===== src/rtl/dmem_access_ctrl.sv =====
// dmem_access_ctrl: MEM-stage sequencer for a word-wide data memory with lane alignment and load extension.
// Define DMEM_SPLIT_EN to split word-crossing accesses into two aligned beats; otherwise they raise misalign_err.
module dmem_access_ctrl #(
    parameter int MEM_LAT = 1
) (
    input  logic        clk,
    input  logic        rst_n,
    input  logic        req_valid,
    input  logic        req_we,
    input  logic [31:0] req_addr,
    input  logic [31:0] req_wdata,
    input  logic [1:0]  req_size,
    input  logic        req_unsigned,
    output logic        req_ready,
    output logic        stall,
    output logic        resp_valid,
    output logic [31:0] resp_rdata,
    output logic        misalign_err,
    output logic [31:0] mem_addr,
    output logic        mem_re,
    output logic        mem_we,
    output logic [3:0]  mem_be,
    output logic [31:0] mem_wdata,
    input  logic [31:0] mem_rdata
);

    typedef enum logic [2:0] {
        IDLE  = 3'd0,
        BEAT0 = 3'd1,
`ifdef DMEM_SPLIT_EN
        BEAT1 = 3'd2,
`endif
        WAIT  = 3'd3,
        RESP  = 3'd4
    } state_t;

    localparam logic [1:0] SIZE_BYTE = 2'd0;
    localparam logic [1:0] SIZE_HALF = 2'd1;

    function automatic logic [3:0] size_mask(input logic [1:0] size);
        case (size)
            SIZE_BYTE: size_mask = 4'b0001;
            SIZE_HALF: size_mask = 4'b0011;
            default:   size_mask = 4'b1111;
        endcase
    endfunction

    function automatic logic [31:0] lane_align(input logic [31:0] data, input logic [1:0] k);
        case (k)
            2'd0:    lane_align = data;
            2'd1:    lane_align = {data[23:0], data[31:24]};
            2'd2:    lane_align = {data[15:0], data[31:16]};
            default: lane_align = {data[7:0],  data[31:8]};
        endcase
    endfunction

    state_t             state;
    logic               r_we;
    logic               r_unsigned;
    logic               r_split;
    logic [1:0]         r_size;
    logic [1:0]         r_k;
    logic [MEM_LAT-1:0] ret_pipe;
    logic [2:0]         outstanding;
`ifdef DMEM_SPLIT_EN
    logic [3:0]         r_be_hi;
    logic [31:0]        beat_lo;
`endif

    logic        capture;
    logic [7:0]  acc_lanes;
    logic        acc_split;
    logic [31:0] load_raw;
    logic [31:0] load_ext;

    // Lanes 7:4 of the shifted mask are the bytes that spill into the next word.
    assign acc_lanes = {4'b0000, size_mask(req_size)} << req_addr[1:0];
    assign acc_split = |acc_lanes[7:4];
    assign capture   = ret_pipe[MEM_LAT-1];

    // NOTE: load_ext gets a value on every path before the case, so no latch is inferred.
    always_comb begin
`ifdef DMEM_SPLIT_EN
        // Only consulted on the final return: beat1 is on mem_rdata, beat0 already sits in beat_lo.
        load_raw = r_split ? 32'({mem_rdata, beat_lo} >> {r_k, 3'b000})
                           : mem_rdata >> {r_k, 3'b000};
`else
        load_raw = mem_rdata >> {r_k, 3'b000};
`endif
        load_ext = load_raw;
        case (r_size)
            SIZE_BYTE: load_ext = r_unsigned ? {24'd0, load_raw[7:0]}
                                             : {{24{load_raw[7]}}, load_raw[7:0]};
            SIZE_HALF: load_ext = r_unsigned ? {16'd0, load_raw[15:0]}
                                             : {{16{load_raw[15]}}, load_raw[15:0]};
            default:   load_ext = load_raw;
        endcase
    end

    // NOTE: all state uses non-blocking assignments; the pulse defaults below are overridden by later NBAs in the case.
    always_ff @(posedge clk or negedge rst_n) begin
        if (!rst_n) begin
            state        <= IDLE;
            req_ready    <= 1'b1;
            stall        <= 1'b0;
            resp_valid   <= 1'b0;
            resp_rdata   <= 32'd0;
            misalign_err <= 1'b0;
            mem_addr     <= 32'd0;
            mem_re       <= 1'b0;
            mem_we       <= 1'b0;
            mem_be       <= 4'd0;
            mem_wdata    <= 32'd0;
            r_we         <= 1'b0;
            r_unsigned   <= 1'b0;
            r_split      <= 1'b0;
            r_size       <= 2'd0;
            r_k          <= 2'd0;
            ret_pipe     <= '0;
            outstanding  <= 3'd0;
`ifdef DMEM_SPLIT_EN
            r_be_hi      <= 4'd0;
            beat_lo      <= 32'd0;
`endif
        end else begin
            resp_valid   <= 1'b0;
            misalign_err <= 1'b0;
            ret_pipe     <= MEM_LAT'({ret_pipe, mem_re});
            outstanding  <= outstanding + {2'b00, mem_re} - {2'b00, capture};
`ifdef DMEM_SPLIT_EN
            if (capture) beat_lo <= mem_rdata;
`endif
            case (state)
                IDLE: begin
                    if (req_valid) begin
                        r_we       <= req_we;
                        r_unsigned <= req_unsigned;
                        r_size     <= req_size;
                        r_k        <= req_addr[1:0];
                        r_split    <= acc_split;
                        req_ready  <= 1'b0;
                        stall      <= 1'b1;
                        state      <= BEAT0;
                        mem_addr   <= {req_addr[31:2], 2'b00};
                        mem_wdata  <= lane_align(req_wdata, req_addr[1:0]);
`ifdef DMEM_SPLIT_EN
                        r_be_hi    <= acc_lanes[7:4];
                        mem_re     <= !req_we;
                        mem_we     <= req_we;
                        mem_be     <= acc_lanes[3:0];
`else
                        mem_re       <= !req_we && !acc_split;
                        mem_we       <= req_we && !acc_split;
                        mem_be       <= acc_split ? 4'd0 : acc_lanes[3:0];
                        misalign_err <= acc_split;
`endif
                    end
                end
                BEAT0: begin
`ifdef DMEM_SPLIT_EN
                    if (r_split) begin
                        state    <= BEAT1;
                        mem_addr <= {mem_addr[31:2] + 30'd1, 2'b00};
                        mem_be   <= r_be_hi;
                    end else
`endif
                    begin
                        mem_re <= 1'b0;
                        mem_we <= 1'b0;
                        mem_be <= 4'd0;
                        if (r_we || r_split) begin
                            state     <= IDLE;
                            req_ready <= 1'b1;
                            stall     <= 1'b0;
                        end else begin
                            state <= WAIT;
                        end
                    end
                end
`ifdef DMEM_SPLIT_EN
                BEAT1: begin
                    mem_re <= 1'b0;
                    mem_we <= 1'b0;
                    mem_be <= 4'd0;
                    if (r_we) begin
                        state     <= IDLE;
                        req_ready <= 1'b1;
                        stall     <= 1'b0;
                    end else begin
                        state <= WAIT;
                    end
                end
`endif
                WAIT: begin
                    if (capture && outstanding == 3'd1) begin
                        state      <= RESP;
                        resp_valid <= 1'b1;
                        resp_rdata <= load_ext;
                    end
                end
                RESP: begin
                    state     <= IDLE;
                    req_ready <= 1'b1;
                    stall     <= 1'b0;
                end
                default: state <= IDLE;
            endcase
        end
    end

endmodule


===== config.mk =====
export PLATFORM = sky130hd
export DESIGN_NAME = dmem_access_ctrl
export DESIGN_NICKNAME = d
export VERILOG_FILES = /design/src/rtl/dmem_access_ctrl.sv
export SDC_FILE = /design/constraint.sdc
export NUM_CORES = 1
export LEC_CHECK = 0
export BUFFER_PORTS_ARGS = -buffer_cell sky130_fd_sc_hd__buf_2
export CAP_MARGIN = 0
export CORE_ASPECT_RATIO = 0.6
export CORE_MARGIN = 4
export CORE_UTILIZATION = 45
export DETAILED_ROUTE_END_ITERATION = 10
export GPL_TIMING_DRIVEN = 1
export HOLD_SLACK_MARGIN = 0.08
export PLACE_DENSITY = 0.73
export SLEW_MARGIN = 10
export SYNTH_ARGS = -nofsm -noshare
export SYNTH_HDL_FRONTEND = slang
export SYNTH_SLANG_ARGS = --single-unit

===== constraint.sdc =====
create_clock -name clk -period 2.51 [get_ports clk]
set_clock_uncertainty 0.05 [all_clocks]
set_input_delay 0 -clock clk [delete_from_list [all_inputs] [get_ports clk]]
set_output_delay 0 -clock clk [all_outputs]
set_load 0.01 [all_outputs]

# [Yosys cells after proc, flatten, opt, wreduce, memory -nomap -nowiden]
# Index checks and enable logic that the tools add are counted.
# W data, S select, Z words.
[word_totals] ff_bits=118 out_inout_bits=106 wordCells=77
[op_classes] n_addsub=2 eq_ne=11 shift=2 mux=26 n_reduce_logical=18
[op_table] op="$pmux W32 S3" n=1
[op_table] op="$mux W32" n=2
[op_table] op="$pmux W32 S2" n=1
[op_table] op="$shr A32 B5 Y32" n=1
[op_table] op="$pmux W4 S2" n=2
[op_table] op="$mux W1" n=10
[op_table] op="$pmux W3 S3" n=1
[op_table] op="$mux W4" n=2
[op_table] op="$reduce_and A2 Y1" n=4
[op_table] op="$shl A4 B2 Y8" n=1
[op_table] op="$eq A2 B1 Y1 const B" n=3
[op_table] op="$eq A3 B1 Y1 const B" n=2
[op_table] op="$logic_not A2 Y1" n=3
[op_table] op="$mux W3" n=2
[op_table] op="$ne A2 B2 Y1 const B" n=3
[op_table] op="$pmux W1 S3" n=2
[op_table] op="$pmux W1 S2" n=2
[op_table] op="$reduce_or A4 Y1" n=1
[op_table] op="$add A3 B1 Y3" n=1
[op_table] op="$eq A3 B2 Y1 const B" n=1
[op_table] op="$eq A3 B3 Y1 const B" n=1
[op_table] op="$logic_and A1 B1 Y1" n=3
[op_table] op="$logic_not A3 Y1" n=1
[op_table] op="$reduce_and A3 Y1" n=1
[op_table] op="other kinds (7)" n=8

# [Logic depth before layout (Yosys ltp)]
[logic_depth] word_depth=8 mapped_depth=7 mapped_depth_nobuf=7

# [Worst setup path after synthesis]
# OpenSTA, ideal clock, no wires.
[synth_timing] path_kind="reg2reg" start="register ret_pipe (netlist: capture)" end="register outstanding[2]" t_arrival_ns=1.454 t_required_ns=2.337 setup_slack_ns=0.883 stages_incl_launch_ff=7 n_path_buf=0 synth_period_minus_slack_ns=1.627 cell_sequence="dfrtp_1 -> ha_1 -> inv_1 -> ha_1 -> fa_1 -> xor2_1 -> xnor2_1"
[synth_via] elab_chain_cells=1
[synth_rtl] element="from (decl)" line_no="63" source="logic [MEM_LAT-1:0] ret_pipe;"
[synth_rtl] element="from (signal assigned)" line_no="128" source="ret_pipe <= MEM_LAT'({ret_pipe, mem_re});"
[synth_rtl] element="$sub A3 B1 Y3" line_no="129" source="outstanding <= outstanding + {2'b00, mem_re} - {2'b00, capture};"
[synth_rtl] element="to (signal assigned)" line_no="129"
[synth_rtl] element="to (decl)" line_no="64" source="logic [2:0] outstanding;"
# Every way passes these cells.
# A chain may end at the register's enable or synchronous reset.

# [Worst setup path after layout]
[layout_timing] start="register r_k[1]" end="register resp_rdata[1]"
[layout_via] elab_chain_cells=3
[layout_rtl] element="from (decl)" line_no="62" source="logic [1:0] r_k;"
[layout_rtl] element="from (signal assigned)" line_no="139" source="r_k <= req_addr[1:0];"
[layout_rtl] element="$shr A32 B5 Y32 (*)" line_no="88" source="load_raw = mem_rdata >> {r_k, 3'b000};"
[layout_rtl] element="$mux W32 (on tied branches)" line_no="94, 92"
[layout_rtl] element="$pmux W32 S2 (*)" line_no="91" source="case (r_size)"
[layout_rtl] element="to (signal assigned)" line_no="198" source="resp_rdata <= load_ext;"
[layout_rtl] element="to (decl)" line_no="17" source="output logic [31:0] resp_rdata,"
# Mark *: on every way between the ends. The rest lies on a longest branch, timed or not.

==> run metrics <==
status=completed; worst hold slack=0.103 ns; antenna violations before repair=3; fmax=0.466 GHz; root buf cell=clkbuf_16; compound-gate portion of the synthesized area=8.97%; share of layout cells above drive strength 1=about a third; DIE AREA=0.0153 mm^2; P_sw=0.00362 W; Reg-to-Reg End=resp_rdata[1]$_DFFE_PN0P_; vias in the first global route=between 5,000 and 6,000; synth warn=0; CTS max path bufs=2; CTS tree=done; Total Routing Usage GR=between 20 and 30%; Cell Area, Synth=0.00600 mm^2; Main synth FF type=dfrtp_1; reg2reg path depth=6; mux cell area share after synthesis=about 16%; Synth Area in XOR/XNOR=less than 1%; Top delay family on crit path=buffers and inverters; Hold Path Class=in -> reg; Clk network pwr share=~25%; Max transition margin=around 45%; Startpoint Class=register; simple-gate share of the synthesized area=19.3%; DRT Pass-1 Iters=5; Worst Hold End=resp_rdata[3]$_DFFE_PN0P_; Die Y=slightly below 100 um; max-cap viol count=0; gr ovfl total=0; Post-synth ARST share=100%; largest family of logic cells by synthesized area=simple AND/OR/NAND/NOR gates; Clock Sinks=between 100 and 150; dpl cells=approximately 930; Crit Path Max Fanout=23; Avg WL per Cell=between 15 and 20 um; WP data required=2.75 ns; area delta synth->final=47.3%; CP Depth=6; Setup Crit Path Kind=reg -> reg; Post-synth EDFFs=0; Max Transition Viols Final=0; min-delay src=mem_rdata[3]; Worst path slowest cell=dlygate4sd3_1; RSZ-0062 raised after global routing=no; final hold vios=0; initial DRC count=between 500 and 600; R2R Setup Slk=0.37 ns; detailed placement HPWL=about 12,000 um; Post-CTS Setup Inserts=0; Core ar.=0.0129 mm^2; IO Count=209; Vias/cell=between 5 and 6; final setup vio count=0; starting density of the core=a little under half; Worst setup startpoint=r_k[1]$_DFFE_PN0P_; setup_tns=0 ns; antenna-violating nets left=0; Comb power frac=about 40%; final std cells w/o fill=roughly 1,100; dpl cell area=a little over 0.007 mm^2; pwr/cell area=roughly 1000 mW/mm^2; Reg power frac=between 30% and 40%; Port Buffers=slightly above 200; Worst Tran Pin Value=slightly above 0.8 ns; die width=around 160 um; Crit. End Element=register; Crit path arrival time=~2.4 ns; CP peak stage delay=about 0.6 ns; syn avg cell area=approximately 10 um^2; post-synthesis sequential area ratio=about half; Final Instance Area=about 0.0088 mm^2; Switching Share=between 30% and 40%; peak supply drop=0.523 mV; Bufs and invs on worst path=2; clk slew on worst S/H paths=approximately 0.060 ns; final WL=19,500 um; period utilization=around 85%; FILL cells=~920; Post-Synthesis Cells=approximately 580; Tmin final=around 2.1 ns; CP cell instances=buf_4 > nor2b_1 > a211oi_1 > dlygate4sd3_1 > a21oi_1 > mux2_2; clk_lat worst skew=0.40 ns; # DRC=0; RePlAce Congestion=a little under 0.9; Pint=about 0.0056 W; total number of vias=5,789; synthesized flop and latch total=roughly 120; launching point of the worst reg2reg path=r_k[1]$_DFFE_PN0P_; CTS Buf Count=17; number of H-tree levels=4; Adder-Cell Fraction of Synth Area=less than 1%; Nets=roughly 1,000; Synth cell types=49; largest net degree at the start of global routing=80; Hold Path Cell Cnt=5; P_leak=~4.5 nW; site row count=32; first-pass GRT wire length=~31,000 um
## what timing repair did
item,CTS,global route
hold buffers,115,0
resized for setup,0,0
endpoints found under the hold margin,219,0
## through the flow
step | setup slack (ns) | utilization, % | total power (W)
floorplan | 0.883 | - | 0.00535
global placement | 0.628 | 55.0 | 0.00656
detailed placement | 0.544 | 55.0 | 0.00670
CTS | 0.448 | 68.3 | 0.00918
global route | 0.311 | 68.4 | 0.00980
finish | 0.366 | 68.4 | 0.00924
## registers in the layout, summed over array words and instances, names as in the netlist
| signal | cells |
|---|---|
| mem_we | 1 |
| misalign_err | 1 |
| mem_be | 4 |
| mem_addr | 30 |
| req_ready | 1 |
| mem_wdata | 32 |
| resp_rdata | 32 |
| outstanding | 3 |
| r_split | 1 |
| stall | 1 |
| resp_valid | 1 |
| mem_re | 1 |
| r_unsigned | 1 |
| r_size | 2 |
| state | 3 |
| r_k | 2 |
| capture | 1 |
| r_we | 1 |
## worst max path at each step
stage	slack, ns	endpoint
after global placement	0.63	resp_rdata[19]$_DFFE_PN0P_
after detailed placement	0.54	resp_rdata[12]$_DFFE_PN0P_
after floorplan	0.88	outstanding[2]$_DFF_PN0_
after CTS	0.45	resp_rdata[1]$_DFFE_PN0P_
after global routing	0.31	resp_rdata[1]$_DFFE_PN0P_
final	0.37	resp_rdata[1]$_DFFE_PN0P_
## layer usage
metal | track usage [%] | routed length [um]
met1 | 33.8 | 7780
met2 | 39.7 | 9200
met3 | 7.88 | 1750
met4 | 12.2 | 751
met5 | 0 | 8
## cells in the final DEF (no fill, tap or decap), types with 4 or more instances in the layout
| cell type | netlist | routed |
|---|---|---|
| mux4_2 | 32 | 32 |
| mux2i_1 | 17 | 17 |
| inv_1 | 7 | 7 |
| clkbuf_16 | 0 | 17 |
| a211oi_1 | 7 | 7 |
| a21oi_1 | 20 | 20 |
| o21ai_0 | 7 | 7 |
| nand2_1 | 213 | 213 |
| and2_1 | 10 | 10 |
| nor2b_1 | 10 | 10 |
| buf_2 | 20 | 205 |
| o22a_1 | 17 | 17 |
| o2bb2ai_1 | 7 | 7 |
| buf_12 | 0 | 4 |
| dlygate4sd3_1 | 0 | 114 |
| mux2_2 | 6 | 6 |
| nor2_1 | 29 | 29 |
| dfrtp_1 | 117 | 117 |
| buf_4 | 4 | 8 |
| clkinv_4 | 0 | 5 |
| clkinvlp_4 | 0 | 4 |
## worst reg2reg max path: stages, from the launching register on
cell	delay (ns)
dfrtp_1	0.44
buf_4	0.33
nor2b_1	0.10
a211oi_1	0.22
dlygate4sd3_1	0.59
a21oi_1	0.04
mux2_2	0.27
## power by group through the flow
| stage | combinational [W] | clock [W] | sequential [W] |
|---|---|---|---|
| 2_1_floorplan | 0.00192 | 0 | 0.00343 |
| 3_3_place_gp | 0.00338 | 0 | 0.00318 |
| 3_5_place_dp | 0.00349 | 0 | 0.00321 |
| 4_1_cts | 0.00367 | 0.00231 | 0.00320 |
| 5_1_grt | 0.00407 | 0.00241 | 0.00331 |
| 6_report | 0.00373 | 0.00230 | 0.00322 |
## cell usage after synthesis, types with 4 or more instances
cell type  instances  area, um^2
inv_1              7        26.3
o21ai_0            7        35.0
o22a_1            17         149
a21oi_1           20         100
dfrtp_1          117        2930
o2bb2ai_1          7        61.3
mux2i_1           17         170
nor2_1            29         109
nand2b_1           4        25.0
buf_2             20         100
mux2_2             6        67.6
nand2_1          213         800
buf_6              7        78.8
and2_1            10        62.6
a211oi_1           7        52.6
nor2b_1           10        62.6
clkbuf_1          10        37.5
mux4_2            32         721
buf_4              4        30.0
## final cells by class
cell class | instances | area [um^2] | area share [%]
Antenna cell | 2 | 5.00 | 0.0566
Clock buffer | 19 | 433 | 4.90
Clock inverter | 13 | 126 | 1.43
Inverter | 8 | 30.0 | 0.340
Multi-Input combinational cell | 416 | 2770 | 31.4
Sequential cell | 118 | 2950 | 33.4
Tap cell | 170 | 213 | 2.41
Timing Repair Buffer | 331 | 2310 | 26.1
## kinds of logic after synthesis
group	Yosys count
flops	118
fa+ha+maj	3
buf+inv	50
simple gates	278
other cells	1
compound gates	72
mux	57
xor+xnor	4
(Power assumes the default switching activity.)
